===== src/rtl/kamacore_mem_arbiter_if.sv =====
// ----------------------------------------------------------------------------
// kamacore_mem_arbiter_if
// Purpose : Request/response handshake bundle between the two memory clients
//           (instruction fetch "IF" and load/store "LS") and the memory arbiter.
// Signals :
//   if_req_valid/ready/addr   fetch read request
//   if_flush                  branch redirect, kills an in-flight fetch
//   if_rsp_valid/ready/data   fetch response (instruction word)
//   ls_req_valid/ready/we/addr/wdata   load/store request
//   ls_rsp_valid/ready/data   load response
// Modports:
//   master  the CPU side (drives requests, consumes responses)
//   slave   the arbiter side
// ----------------------------------------------------------------------------
interface kamacore_mem_arbiter_if #(
    parameter int ADDR_WIDTH = 8,
    parameter int DATA_WIDTH = 32
);
    logic                  if_req_valid;
    logic                  if_req_ready;
    logic [ADDR_WIDTH-1:0] if_req_addr;
    logic                  if_flush;
    logic                  if_rsp_valid;
    logic                  if_rsp_ready;
    logic [DATA_WIDTH-1:0] if_rsp_data;

    logic                  ls_req_valid;
    logic                  ls_req_ready;
    logic                  ls_req_we;
    logic [ADDR_WIDTH-1:0] ls_req_addr;
    logic [DATA_WIDTH-1:0] ls_req_wdata;
    logic                  ls_rsp_valid;
    logic                  ls_rsp_ready;
    logic [DATA_WIDTH-1:0] ls_rsp_data;

    modport master (
        output if_req_valid, if_req_addr, if_flush, if_rsp_ready,
        output ls_req_valid, ls_req_we, ls_req_addr, ls_req_wdata, ls_rsp_ready,
        input  if_req_ready, if_rsp_valid, if_rsp_data,
        input  ls_req_ready, ls_rsp_valid, ls_rsp_data
    );

    modport slave (
        input  if_req_valid, if_req_addr, if_flush, if_rsp_ready,
        input  ls_req_valid, ls_req_we, ls_req_addr, ls_req_wdata, ls_rsp_ready,
        output if_req_ready, if_rsp_valid, if_rsp_data,
        output ls_req_ready, ls_rsp_valid, ls_rsp_data
    );
endinterface


===== src/rtl/kamacore_mem_arbiter.sv =====
// ----------------------------------------------------------------------------
// kamacore_mem_arbiter
// Purpose : Shares one single-port kamacore_memory between instruction fetch
//           (IF) and the load/store unit (LS). One access at a time is run
//           through an IDLE -> ACCESS -> (RESP) -> IDLE sequence; read data is
//           returned on a valid/ready handshake. A branch redirect (if_flush)
//           discards an in-flight fetch.
// Ports   :
//   clk        core clock, all state on posedge
//   rst        synchronous active-high reset
//   bus        kamacore_mem_arbiter_if.slave (IF/LS request and response)
//   mem_we_o   write enable to kamacore_memory.we
//   mem_a_o    word address to kamacore_memory.a
//   mem_di_o   write data to kamacore_memory.di
//   mem_spo_i  combinational read data of mem_a_o
//   busy_o     arbiter is not idle
// Config  :
//   KAMACORE_ARB_ROUND_ROBIN_EN  undefined: LS has fixed priority over IF.
//                                defined: on contention the requester that did
//                                not win last time is granted.
// ----------------------------------------------------------------------------
module kamacore_mem_arbiter #(
    parameter int ADDR_WIDTH = 8,
    parameter int DATA_WIDTH = 32
) (
    input  logic                  clk,
    input  logic                  rst,
    kamacore_mem_arbiter_if.slave bus,
    output logic                  mem_we_o,
    output logic [ADDR_WIDTH-1:0] mem_a_o,
    output logic [DATA_WIDTH-1:0] mem_di_o,
    input  logic [DATA_WIDTH-1:0] mem_spo_i,
    output logic                  busy_o
);

    localparam logic [1:0] S_IDLE   = 2'd0;
    localparam logic [1:0] S_ACCESS = 2'd1;
    localparam logic [1:0] S_RESP   = 2'd2;

    localparam logic OWNER_IF = 1'b0;
    localparam logic OWNER_LS = 1'b1;

    logic [1:0]            state_q,     state_d;
    logic                  owner_q,     owner_d;
    logic [ADDR_WIDTH-1:0] addr_q,      addr_d;
    logic                  we_q,        we_d;
    logic [DATA_WIDTH-1:0] wdata_q,     wdata_d;
    logic [DATA_WIDTH-1:0] ifRspData_q, ifRspData_d;
    logic [DATA_WIDTH-1:0] lsRspData_q, lsRspData_d;

    logic ifCand;
    logic lsCand;
    logic grantIf;
    logic grantLs;

`ifdef KAMACORE_ARB_ROUND_ROBIN_EN
    logic lastGrant_q;
`endif

    // Arbitration. A flush in IDLE removes IF from contention for that cycle.
    // Grants are only ever issued from IDLE, so they double as req_ready.
    always_comb begin
        ifCand = bus.if_req_valid & ~bus.if_flush;
        lsCand = bus.ls_req_valid;
`ifdef KAMACORE_ARB_ROUND_ROBIN_EN
        if (ifCand && lsCand) begin
            grantLs = (lastGrant_q == OWNER_IF);
        end else begin
            grantLs = lsCand;
        end
`else
        grantLs = lsCand;
`endif
        grantIf = ifCand & ~grantLs;
        if (state_q != S_IDLE) begin
            grantLs = 1'b0;
            grantIf = 1'b0;
        end
    end

`ifdef KAMACORE_ARB_ROUND_ROBIN_EN
    // Remembers the last winner so contention alternates between clients.
    always_ff @(posedge clk) begin
        if (rst) begin
            lastGrant_q <= OWNER_IF;
        end else if (grantLs) begin
            lastGrant_q <= OWNER_LS;
        end else if (grantIf) begin
            lastGrant_q <= OWNER_IF;
        end
    end
`endif

    // Next-state logic. The latched address/data registers double as the
    // memory port drivers, so they naturally hold their value outside ACCESS.
    always_comb begin
        state_d     = state_q;
        owner_d     = owner_q;
        addr_d      = addr_q;
        we_d        = we_q;
        wdata_d     = wdata_q;
        ifRspData_d = ifRspData_q;
        lsRspData_d = lsRspData_q;

        case (state_q)
            S_IDLE: begin
                if (grantLs) begin
                    owner_d = OWNER_LS;
                    addr_d  = bus.ls_req_addr;
                    we_d    = bus.ls_req_we;
                    wdata_d = bus.ls_req_wdata;
                    state_d = S_ACCESS;
                end else if (grantIf) begin
                    owner_d = OWNER_IF;
                    addr_d  = bus.if_req_addr;
                    we_d    = 1'b0;
                    state_d = S_ACCESS;
                end
            end
            S_ACCESS: begin
                if (we_q) begin
                    state_d = S_IDLE;
                end else if (owner_q == OWNER_IF && bus.if_flush) begin
                    state_d = S_IDLE;
                end else begin
                    if (owner_q == OWNER_IF) begin
                        ifRspData_d = mem_spo_i;
                    end else begin
                        lsRspData_d = mem_spo_i;
                    end
                    state_d = S_RESP;
                end
            end
            S_RESP: begin
                if (owner_q == OWNER_IF) begin
                    if (bus.if_flush || bus.if_rsp_ready) begin
                        state_d = S_IDLE;
                    end
                end else if (bus.ls_rsp_ready) begin
                    state_d = S_IDLE;
                end
            end
            default: state_d = S_IDLE;
        endcase
    end

    // State registers; reset wins over any access in progress.
    always_ff @(posedge clk) begin
        if (rst) begin
            state_q     <= S_IDLE;
            owner_q     <= OWNER_IF;
            addr_q      <= '0;
            we_q        <= 1'b0;
            wdata_q     <= '0;
            ifRspData_q <= '0;
            lsRspData_q <= '0;
        end else begin
            state_q     <= state_d;
            owner_q     <= owner_d;
            addr_q      <= addr_d;
            we_q        <= we_d;
            wdata_q     <= wdata_d;
            ifRspData_q <= ifRspData_d;
            lsRspData_q <= lsRspData_d;
        end
    end

    assign bus.if_req_ready = grantIf;
    assign bus.ls_req_ready = grantLs;
    assign bus.if_rsp_valid = (state_q == S_RESP) && (owner_q == OWNER_IF);
    assign bus.ls_rsp_valid = (state_q == S_RESP) && (owner_q == OWNER_LS);
    assign bus.if_rsp_data  = ifRspData_q;
    assign bus.ls_rsp_data  = lsRspData_q;

    assign mem_we_o = (state_q == S_ACCESS) && we_q;
    assign mem_a_o  = addr_q;
    assign mem_di_o = wdata_q;
    assign busy_o   = (state_q != S_IDLE);

endmodule

===== src/flat_wrapper.sv =====
// flat-port wrapper written by rule: the top's interface ports become plain ports
module kamacore_mem_arbiter_flat 
#(
    parameter int ADDR_WIDTH = 8,
    parameter int DATA_WIDTH = 32
)
  (clk, rst, mem_we_o, mem_a_o, mem_di_o, mem_spo_i, busy_o, bus_if_req_valid, bus_if_req_addr, bus_if_flush, bus_if_rsp_ready, bus_ls_req_valid, bus_ls_req_we, bus_ls_req_addr, bus_ls_req_wdata, bus_ls_rsp_ready, bus_if_req_ready, bus_if_rsp_valid, bus_if_rsp_data, bus_ls_req_ready, bus_ls_rsp_valid, bus_ls_rsp_data);
  kamacore_mem_arbiter_if #(.ADDR_WIDTH(ADDR_WIDTH), .DATA_WIDTH(DATA_WIDTH)) bus_i ();
  input  logic clk;
  input  logic rst;
  output logic mem_we_o;
  output logic [ADDR_WIDTH-1:0] mem_a_o;
  output logic [DATA_WIDTH-1:0] mem_di_o;
  input  logic [DATA_WIDTH-1:0] mem_spo_i;
  output logic busy_o;
  input wire logic [$bits(bus_i.if_req_valid)-1:0] bus_if_req_valid;
  input wire logic [$bits(bus_i.if_req_addr)-1:0] bus_if_req_addr;
  input wire logic [$bits(bus_i.if_flush)-1:0] bus_if_flush;
  input wire logic [$bits(bus_i.if_rsp_ready)-1:0] bus_if_rsp_ready;
  input wire logic [$bits(bus_i.ls_req_valid)-1:0] bus_ls_req_valid;
  input wire logic [$bits(bus_i.ls_req_we)-1:0] bus_ls_req_we;
  input wire logic [$bits(bus_i.ls_req_addr)-1:0] bus_ls_req_addr;
  input wire logic [$bits(bus_i.ls_req_wdata)-1:0] bus_ls_req_wdata;
  input wire logic [$bits(bus_i.ls_rsp_ready)-1:0] bus_ls_rsp_ready;
  output wire logic [$bits(bus_i.if_req_ready)-1:0] bus_if_req_ready;
  output wire logic [$bits(bus_i.if_rsp_valid)-1:0] bus_if_rsp_valid;
  output wire logic [$bits(bus_i.if_rsp_data)-1:0] bus_if_rsp_data;
  output wire logic [$bits(bus_i.ls_req_ready)-1:0] bus_ls_req_ready;
  output wire logic [$bits(bus_i.ls_rsp_valid)-1:0] bus_ls_rsp_valid;
  output wire logic [$bits(bus_i.ls_rsp_data)-1:0] bus_ls_rsp_data;
  assign bus_i.if_req_valid = bus_if_req_valid;
  assign bus_i.if_req_addr = bus_if_req_addr;
  assign bus_i.if_flush = bus_if_flush;
  assign bus_i.if_rsp_ready = bus_if_rsp_ready;
  assign bus_i.ls_req_valid = bus_ls_req_valid;
  assign bus_i.ls_req_we = bus_ls_req_we;
  assign bus_i.ls_req_addr = bus_ls_req_addr;
  assign bus_i.ls_req_wdata = bus_ls_req_wdata;
  assign bus_i.ls_rsp_ready = bus_ls_rsp_ready;
  assign bus_if_req_ready = bus_i.if_req_ready;
  assign bus_if_rsp_valid = bus_i.if_rsp_valid;
  assign bus_if_rsp_data = bus_i.if_rsp_data;
  assign bus_ls_req_ready = bus_i.ls_req_ready;
  assign bus_ls_rsp_valid = bus_i.ls_rsp_valid;
  assign bus_ls_rsp_data = bus_i.ls_rsp_data;
  kamacore_mem_arbiter #(.ADDR_WIDTH(ADDR_WIDTH), .DATA_WIDTH(DATA_WIDTH)) u_core (.clk(clk), .rst(rst), .bus(bus_i), .mem_we_o(mem_we_o), .mem_a_o(mem_a_o), .mem_di_o(mem_di_o), .mem_spo_i(mem_spo_i), .busy_o(busy_o));
endmodule

===== config.mk =====
export PLATFORM = sky130hd
export DESIGN_NAME = kamacore_mem_arbiter_flat
export DESIGN_NICKNAME = d
export VERILOG_FILES = /design/src/rtl/kamacore_mem_arbiter_if.sv /design/src/rtl/kamacore_mem_arbiter.sv /design/src/flat_wrapper.sv
export SDC_FILE = /design/constraint.sdc
export NUM_CORES = 1
export LEC_CHECK = 0
export CAP_MARGIN = 10
export CORE_MARGIN = 2
export CORE_UTILIZATION = 45
export CTS_BUF_LIST = sky130_fd_sc_hd__clkbuf_2 sky130_fd_sc_hd__clkbuf_4 sky130_fd_sc_hd__clkbuf_8
export CTS_CLUSTER_DIAMETER = 40
export DETAILED_ROUTE_END_ITERATION = 8
export PLACE_DENSITY = 0.92
export SETUP_SLACK_MARGIN = 0.3
export SLEW_MARGIN = 20
export SYNTH_ARGS = -nofsm -noshare
export SYNTH_HDL_FRONTEND = slang
export SYNTH_SLANG_ARGS = --single-unit

===== constraint.sdc =====
create_clock -name clk -period 3.4 [get_ports clk]
set_input_delay 1.02 -clock clk [delete_from_list [all_inputs] [get_ports clk]]
set_output_delay 1.02 -clock clk [all_outputs]
set_load 0.05 [all_outputs]

== After elaboration in Yosys (flattened, before gate mapping) ==
Cells that the tools add are included.

* Bits in registers: 108
* Input bits: 88
* Output and inout port bits: 110

* Equal/unequal tests: 5
* Mux-type cells: 15
* Bitwise operators: 7
* Reductions and logical operators: 13

{| class="wikitable"
|+ Operators by type and width
! kind !! count
|-
| 2-to-1 mux 8 bit || 2
|-
| 2-to-1 mux 2 bit || 7
|-
| AND reduction 4 bit || 2
|-
| inequality test 3 bit (second input constant) || 2
|-
| case mux 2 bit (3 select lines) || 1
|-
| 2-to-1 mux 1 bit || 5
|-
| NOT 1 bit || 5
|-
| logical AND 1 bit || 4
|-
| AND reduction 2 bit || 2
|-
| nonzero test 2 bit || 2
|-
| inequality test 3 x 1 -> 1 bit (second input constant) || 1
|-
| AND reduction 3 bit || 1
|-
| bitwise AND 1 bit || 2
|-
| equality test 2 x 1 -> 1 bit (second input constant) || 1
|-
| equality test 2 bit (second input constant) || 1
|-
| logical NOT 2 bit || 1
|-
| logical OR 1 bit || 1
|}

== Longest topological paths before layout ==
* Depth in word-level cells: 7
* Mapped depth: 6
* Mapped depth without buffers: 5

== Worst setup path before layout ==
Ideal clock, no wire load.

* Path type: input -> output
* From: input port bus_ls_req_valid
* To: output port bus_if_req_ready
* Arrival time: 2.319 ns
* Required time: 2.380 ns
* Slack: 0.061 ns
* Stages: 2
* Cells stage by stage: buf_2 nor3_1

* Longest elaborated chain between the ends: 3

{| class="wikitable"
|+ RTL lines
! what !! line !! text
|-
| start: declaration || flat_wrapper.sv:20 || <nowiki>input wire logic [$bits(bus_i.ls_req_valid)-1:0] bus_ls_req_valid;</nowiki>
|-
| NOT 1 bit || kamacore_mem_arbiter.sv:74 || <nowiki>grantIf = ifCand & ~grantLs;</nowiki>
|-
| bitwise AND 1 bit || kamacore_mem_arbiter.sv:74 ||
|-
| 2-to-1 mux 1 bit || kamacore_mem_arbiter.sv:75 || <nowiki>if (state_q != S_IDLE) begin</nowiki>
|-
| end: declaration || flat_wrapper.sv:25 || <nowiki>output wire logic [$bits(bus_i.if_req_ready)-1:0] bus_if_req_ready;</nowiki>
|}

No other way between the ends.

== Worst setup path after layout ==
* From: input port bus_if_req_valid
* To: output port bus_if_req_ready

* Longest elaborated chain between the ends: 3

{| class="wikitable"
|+ RTL lines
! what !! line !! text
|-
| start: declaration || flat_wrapper.sv:16 || <nowiki>input wire logic [$bits(bus_i.if_req_valid)-1:0] bus_if_req_valid;</nowiki>
|-
| bitwise AND 1 bit || kamacore_mem_arbiter.sv:63 || <nowiki>ifCand = bus.if_req_valid & ~bus.if_flush;</nowiki>
|-
| bitwise AND 1 bit || kamacore_mem_arbiter.sv:74 ||
|-
| 2-to-1 mux 1 bit || kamacore_mem_arbiter.sv:75 ||
|}

No other way between the ends.

==> impl_metrics.csv <==
group,metric,value,unit
outcome,status,"complete, no violations",
detailed_routing,avgRoutedWirePerCell,15.7,microns
sta,slew_headroom,54.8,%
clock_network,postCtsHoldBufs,0,
sta,setup_ws,0.320,ns
power,p_per_area,438,mW/mm^2
placed_design,io_buffer_count,197,
clock_network,cts.sinks,108,
global_routing,grt_pass1_vias,3981,
clock_network,clk_latency,0.34,ns
synth,ys_seq_elements,108,
detailed_routing,drtIter0Drc,138,
detailed_routing,drt-total-wl,12.2,mm
die,core_area,0.00876,sq mm
clock_network,cts_max_level,3,
clock_network,clk_pin_slew_worst_paths,0.10,ns
worst_setup_path,worstPathArrival,2.06,ns
synth,yosys_warnings,0,
synth,avgSynthCellArea,8.42,sq um
clock_network,cts_tree,"done",
sta,worst_slew_pin_slew,0.675,ns
sta,fmax,325,MHz
synth,synthArstFlopShare,0,%
sta,rsz0062_at_grt,"false",
global_routing,grtUsageTotal,24.2,%
sta,tns,0,ns
flow_run,max_cap_violations,0,
die,die_w,99.2,microns
detailed_routing,vias,3972,
detailed_routing,dr.pass1.iters,4,
sta,finalMaxSlewViolations,0,
sta,finalClockSkew,0.0114,ns
detailed_routing,vias_per_cell,5.11,
cells_and_area,synthToLayoutAreaGrowth,53.2,%
power,leakage,2.18,nW
detailed_routing,ant_nets,0,
cells_and_area,final_cell_mix,"194 x nand2_1, 193 x clkdlybuf4s50_1, 108 x dfxtp_1, 60 x a21oi_1, 37 x a21oi_2",
sta,finalHoldViolations,0,
clock_network,cts-buffers-inserted,9,
worst_setup_path,start_kind,"input port",
global_routing,grt_max_degree,56,
cells_and_area,post-route-cell-area,0.00624,sq mm
synth,netlist_instances,484,
placed_design,postPlaceCellArea,0.00605,sq mm
global_routing,gr-total-overflow,0,
cells_and_area,n_antenna_cell,0,
synth,syn_nets,572,
placed_design,gp_congestion,0.900,
cells_and_area,nets,753,
synth,synthDistinctLibCells,29,
detailed_routing,drc_errors,0,
synth,synth_ff_type,"dfxtp_1",
placed_design,dp_hpwl,8.89,mm
sta,fin_crit_sh,90.6,%
synth,synth_edf_count,0,
worst_setup_path,worst_setup_path_end_kind,"primary output",
placed_design,dp_slack,0.322,ns
die,die_y,99.2,microns
worst_setup_path,rrSetupSlack,1.55,ns
cells_and_area,layout-drive-gt1-share,10.8,%
sta,setup_violations,0,
die,initial_core_util,46.5,%
worst_hold_path,hold_class,"reg -> reg",
synth,netlist_area,0.00408,sq mm
synth,ys_seq_area_share,53.0,%
worst_setup_path,path_max_fanout,3,
die,dieArea,0.00984,sq mm
clock_network,clock-root-buffer,"clkbuf_8",
global_routing,grt_pass1_wl,19.3,mm
die,ios,198,
power,ir_drop,0.291,mV
clock_network,cts_max_path_buffers,2,
cells_and_area,final_common_cell,"nand2_1",
global_routing,antenna_found_initial,0,
die,rows,34,
worst_setup_path,path_class,"in -> out",
sta,period_minus_slack,3.08,ns
worst_setup_path,required,2.38,ns
[stage by stage]
stage	hold slack [ns]	total power [mW]	std cells	utilization, %
after floorplan	0.532	1.77	484	-
after global routing	0.486	2.85	777	71.2
final	0.461	2.73	777	71.2
after detailed placement	0.448	2.04	762	69.1
after CTS	0.464	2.75	777	71.1
after global placement	0.441	2.02	762	69.0
[area by class of cell]
type	count	area [sq um]
clock inverters	4	33.8
multi-input cells	339	1700
clock buffers	11	145
well taps	108	135
repair buffers	204	2060
fillers	674	2520
flip-flops and latches	108	2160
inverters	3	11.3
[report_power, final]
group	switching [mW]	internal (mW)
clock	0.420	0.298
sequential	0.0367	1.33
combinational	0.401	0.251
[logic make-up after synthesis]
| family | share of synthesized area (%) |
|---|---|
| and+or+nand+nor | 21.4 |
| AOI/OAI and AO/OA | 18.0 |
| muxes | 1.96 |
| DFF | 53.0 |
| buffers and inverters | 5.68 |
[critical path, stage by stage]
cell             delay (ns)
clkdlybuf4s50_1        0.51
nand2_2                0.10
nor3_4                 0.26
buf_12                 0.17
[path summary, 6_finish.rpt]
kind,startpoint,end,cells past startpoint
worst max-delay path,bus_if_req_valid,bus_if_req_ready,4
worst min-delay path,u_core.bus.if_rsp_data[1],u_core.bus.if_rsp_data[1],2
worst max register to register,u_core.state_q[0],u_core.bus.ls_rsp_data[30],5
worst min register to register,u_core.bus.if_rsp_data[1],u_core.bus.if_rsp_data[1],2
[synth_stat cells (2+ instances only)]
cell      count  share of area, %
buf_2         5              0.61
and3b_2       2              0.49
and2_1        2              0.31
mux2i_1       8               2.0
a21oi_2      37               7.9
buf_6         5               1.4
nor2_1       12               1.1
buf_1         2              0.18
dfxtp_1     108                53
a211oi_1      8               1.5
a21oi_1      60               7.4
inv_1         2              0.18
clkbuf_1     15               1.4
nand2_1     196                18
o21ai_0       3              0.37
buf_4         4              0.74
buf_8         3               1.1
[routing by layer]
| metal | vias to the layer above | GRT usage (%) | part of all wire, % |
|---|---|---|---|
| met1 | 1849 | 27.9 | 40 |
| met3 | 20 | 7.52 | 8.3 |
| met5 | - | 0 | 0 |
| met2 | 170 | 43.0 | 50 |
| met4 | 0 | 7.38 | 2.0 |
| li1 | 1933 | - | - |
[what timing repair did]
item | in CTS | in global routing
setup buffers | 0 | 0
setup endpoints to repair | 0 | 1
endpoints found under the hold margin | 0 | 0
resized for setup | 0 | 4
[registers in the layout (all words and copies together) (netlist names)]
signal / cells
u_core.we_q: 1
u_core.mem_di_o: 32
u_core.state_q: 2
u_core.bus.if_rsp_data: 32
u_core.owner_q: 1
u_core.bus.ls_rsp_data: 32
u_core.mem_a_o: 8
(Power assumes the default switching activity.)
==> RTL edit: new RTL, same settings <==
The option `KAMACORE_ARB_ROUND_ROBIN_EN` is turned on by a define.
--- a/src/rtl/kamacore_mem_arbiter.sv
+++ b/src/rtl/kamacore_mem_arbiter.sv
@@ -20,4 +20,6 @@
 //                                not win last time is granted.
 // ----------------------------------------------------------------------------
+`define KAMACORE_ARB_ROUND_ROBIN_EN
+
 module kamacore_mem_arbiter #(
     parameter int ADDR_WIDTH = 8,
Formal check against the unedited RTL: not equivalent (a bounded check fails within 4 cycles, from zero or initial values and one cycle with rst high).
==> RTL edit against the original RTL <==
  * Clock power barely moved
  * Maximum frequency is 1.2% higher
  * Total power increased by 3.8%
  * Area after synthesis up 7.5%
  * Count of clock-buffer cells in the layout is the same
  * Wire length is 15% higher
  * Critical path type unchanged
  * Largest power group unchanged
  * Synthesized cell count increased by 7.0%
  * Setup slack gained 0.035 ns
  * Design area up 5.7%
  * Global-route usage rose by 2.7 points
  * Sequential cell count increased by 1
==> RTL edit: results <==
metrics = {
    "setup_path": {
        "cp_slowest_cell": "or4b_4",
        "ff2ff_path_depth": 4,
        "path_delay_family": "simple AND/OR/NAND/NOR gates",
        "arrival_ns": 2.03,
        "worstReg2RegStart": "u_core.state_q[1]$_SDFFE_PP0P_",
        "cp_max_fo": 4,
        "cpPeakStageDelay_ns": 0.50,
    },
    "layout": {
        "num-nets-final": 774,
        "drive_gt1_frac": 0.107,
        "fillCellCount": 744,
    },
    "min_path": {
        "min_path_cells": 2,
        "hp-class": "register to register",
        "min_from": "u_core.bus.ls_rsp_data[14]$_SDFFE_PP0P_",
    },
    "detailed_routing": {
        "drt_iter0_drc": 211,
        "vias_per_cell": 5.45,
        "wl_mm": 14.0,
    },
    "placed_design": {
        "place_congestion": 0.845,
        "io_buffers": 197,
        "dp_hpwl_mm": 9.87,
        "dpl_cell_area_sq_um": 6410,
    },
    "clocking": {
        "root_buffer": "clkbuf_8",
        "numCtsBuffers": 9,
        "htreeDepth": 3,
        "cts.clk_slew.worst_paths_ns": 0.10,
        "clock_latency_ns": 0.37,
    },
    "global_route": {
        "grt_usage": 0.269,
        "antenna_found_initial": 0,
        "grt_pass1_wl_mm": 22.0,
        "grt_start_max_net_pins": 102,
        "grt_pass1_vias": 4564,
    },
    "synth": {
        "ys_top_cells_by_count": "dfxtp_1, a21oi_1, nand2_1",
        "synth_nets": 606,
        "yosysWarnings": 0,
        "synth_cell_types": 37,
        "yosysSeqAreaShare": 0.498,
        "synth_area_leaders": "dfxtp_1, a21oi_1, a31o_2, nand2_1, nand2b_1",
    },
    "pwr": {
        "ir_worst_vdd_uv": 301,
        "p_leak_uw": 0.00235,
        "p_sw_frac": 0.325,
    },
    "timing": {
        "max_slew_margin": 0.365,
        "fin_skew_ns": 0.00595,
    },
    "status": {
        "outcome": "finished, final reports clean",
    },
}
## RTL edit: path summary, 6_finish.rpt
check                                                          endpoint  slack [ns]
worst max-delay path                                   bus_if_req_ready        0.35
worst min-delay path            u_core.bus.ls_rsp_data[14]$_SDFFE_PP0P_        0.46
worst max register to register   u_core.bus.ls_rsp_data[6]$_SDFFE_PP0P_        1.63
worst min register to register  u_core.bus.ls_rsp_data[14]$_SDFFE_PP0P_        0.46
## RTL edit: layer usage
metal,track usage,up-vias,routed length [um]
met4,0.150,0,558
li1,-,2129,-
met5,0,-,0
met3,0.0963,42,1260
met2,0.455,196,7000
met1,0.293,2122,5220
## RTL edit: per-stage QoR
step	worst slack, ns	hold WS (ns)	power, uW	utilization	cells
floorplan	0.308	0.526	1840	-	518
global placement	0.0742	0.441	2120	0.668	807
detailed placement	0.0308	0.447	2140	0.668	807
CTS	0.307	0.460	2850	0.687	823
global route	0.323	0.484	2940	0.688	823
finish	0.355	0.458	2840	0.688	823
## RTL edit: cell families (layout without fill, tap and decap cells)
logic type,Yosys count,in the layout,share of synthesized area
AOI/OAI and AO/OA,182,182,0.248
and+or+nand+nor,160,160,0.187
DFF,109,109,0.498
buffers and inverters,66,238,0.0651
muxes,1,1,0.00228
## RTL edit: repair_timing
item,CTS,global route
setup buffers,1,0
hold endpoints to repair,0,0
hold buffers,0,0
pin swaps,3,2
endpoints found under the setup margin,5,2
resized for setup,9,3
## RTL edit: area by class of cell
type,instances,share of cell area
clock buffer,11,0.0220
clock inverter,4,0.00379
inverter,11,0.00626
multi-input combinational,343,0.294
sequential,109,0.331
tap,133,0.0252
timing repair buffer,212,0.318
## RTL edit: power by group through the flow
stage          registers, uW  clock network, uW  logic, uW
2_1_floorplan           1610                  0        221
3_3_place_gp            1410                  0        710
3_5_place_dp            1420                  0        726
4_1_cts                 1390                732        731
5_1_grt                 1390                777        772
6_report                1390                719        732
## RTL edit: worst reg2reg max path: stages (launching register included)
cell and delay (ns):
dfxtp_1 0.63, nand4bb_1 0.47, buf_4 0.36, nand2_1 0.09, a21oi_1 0.15
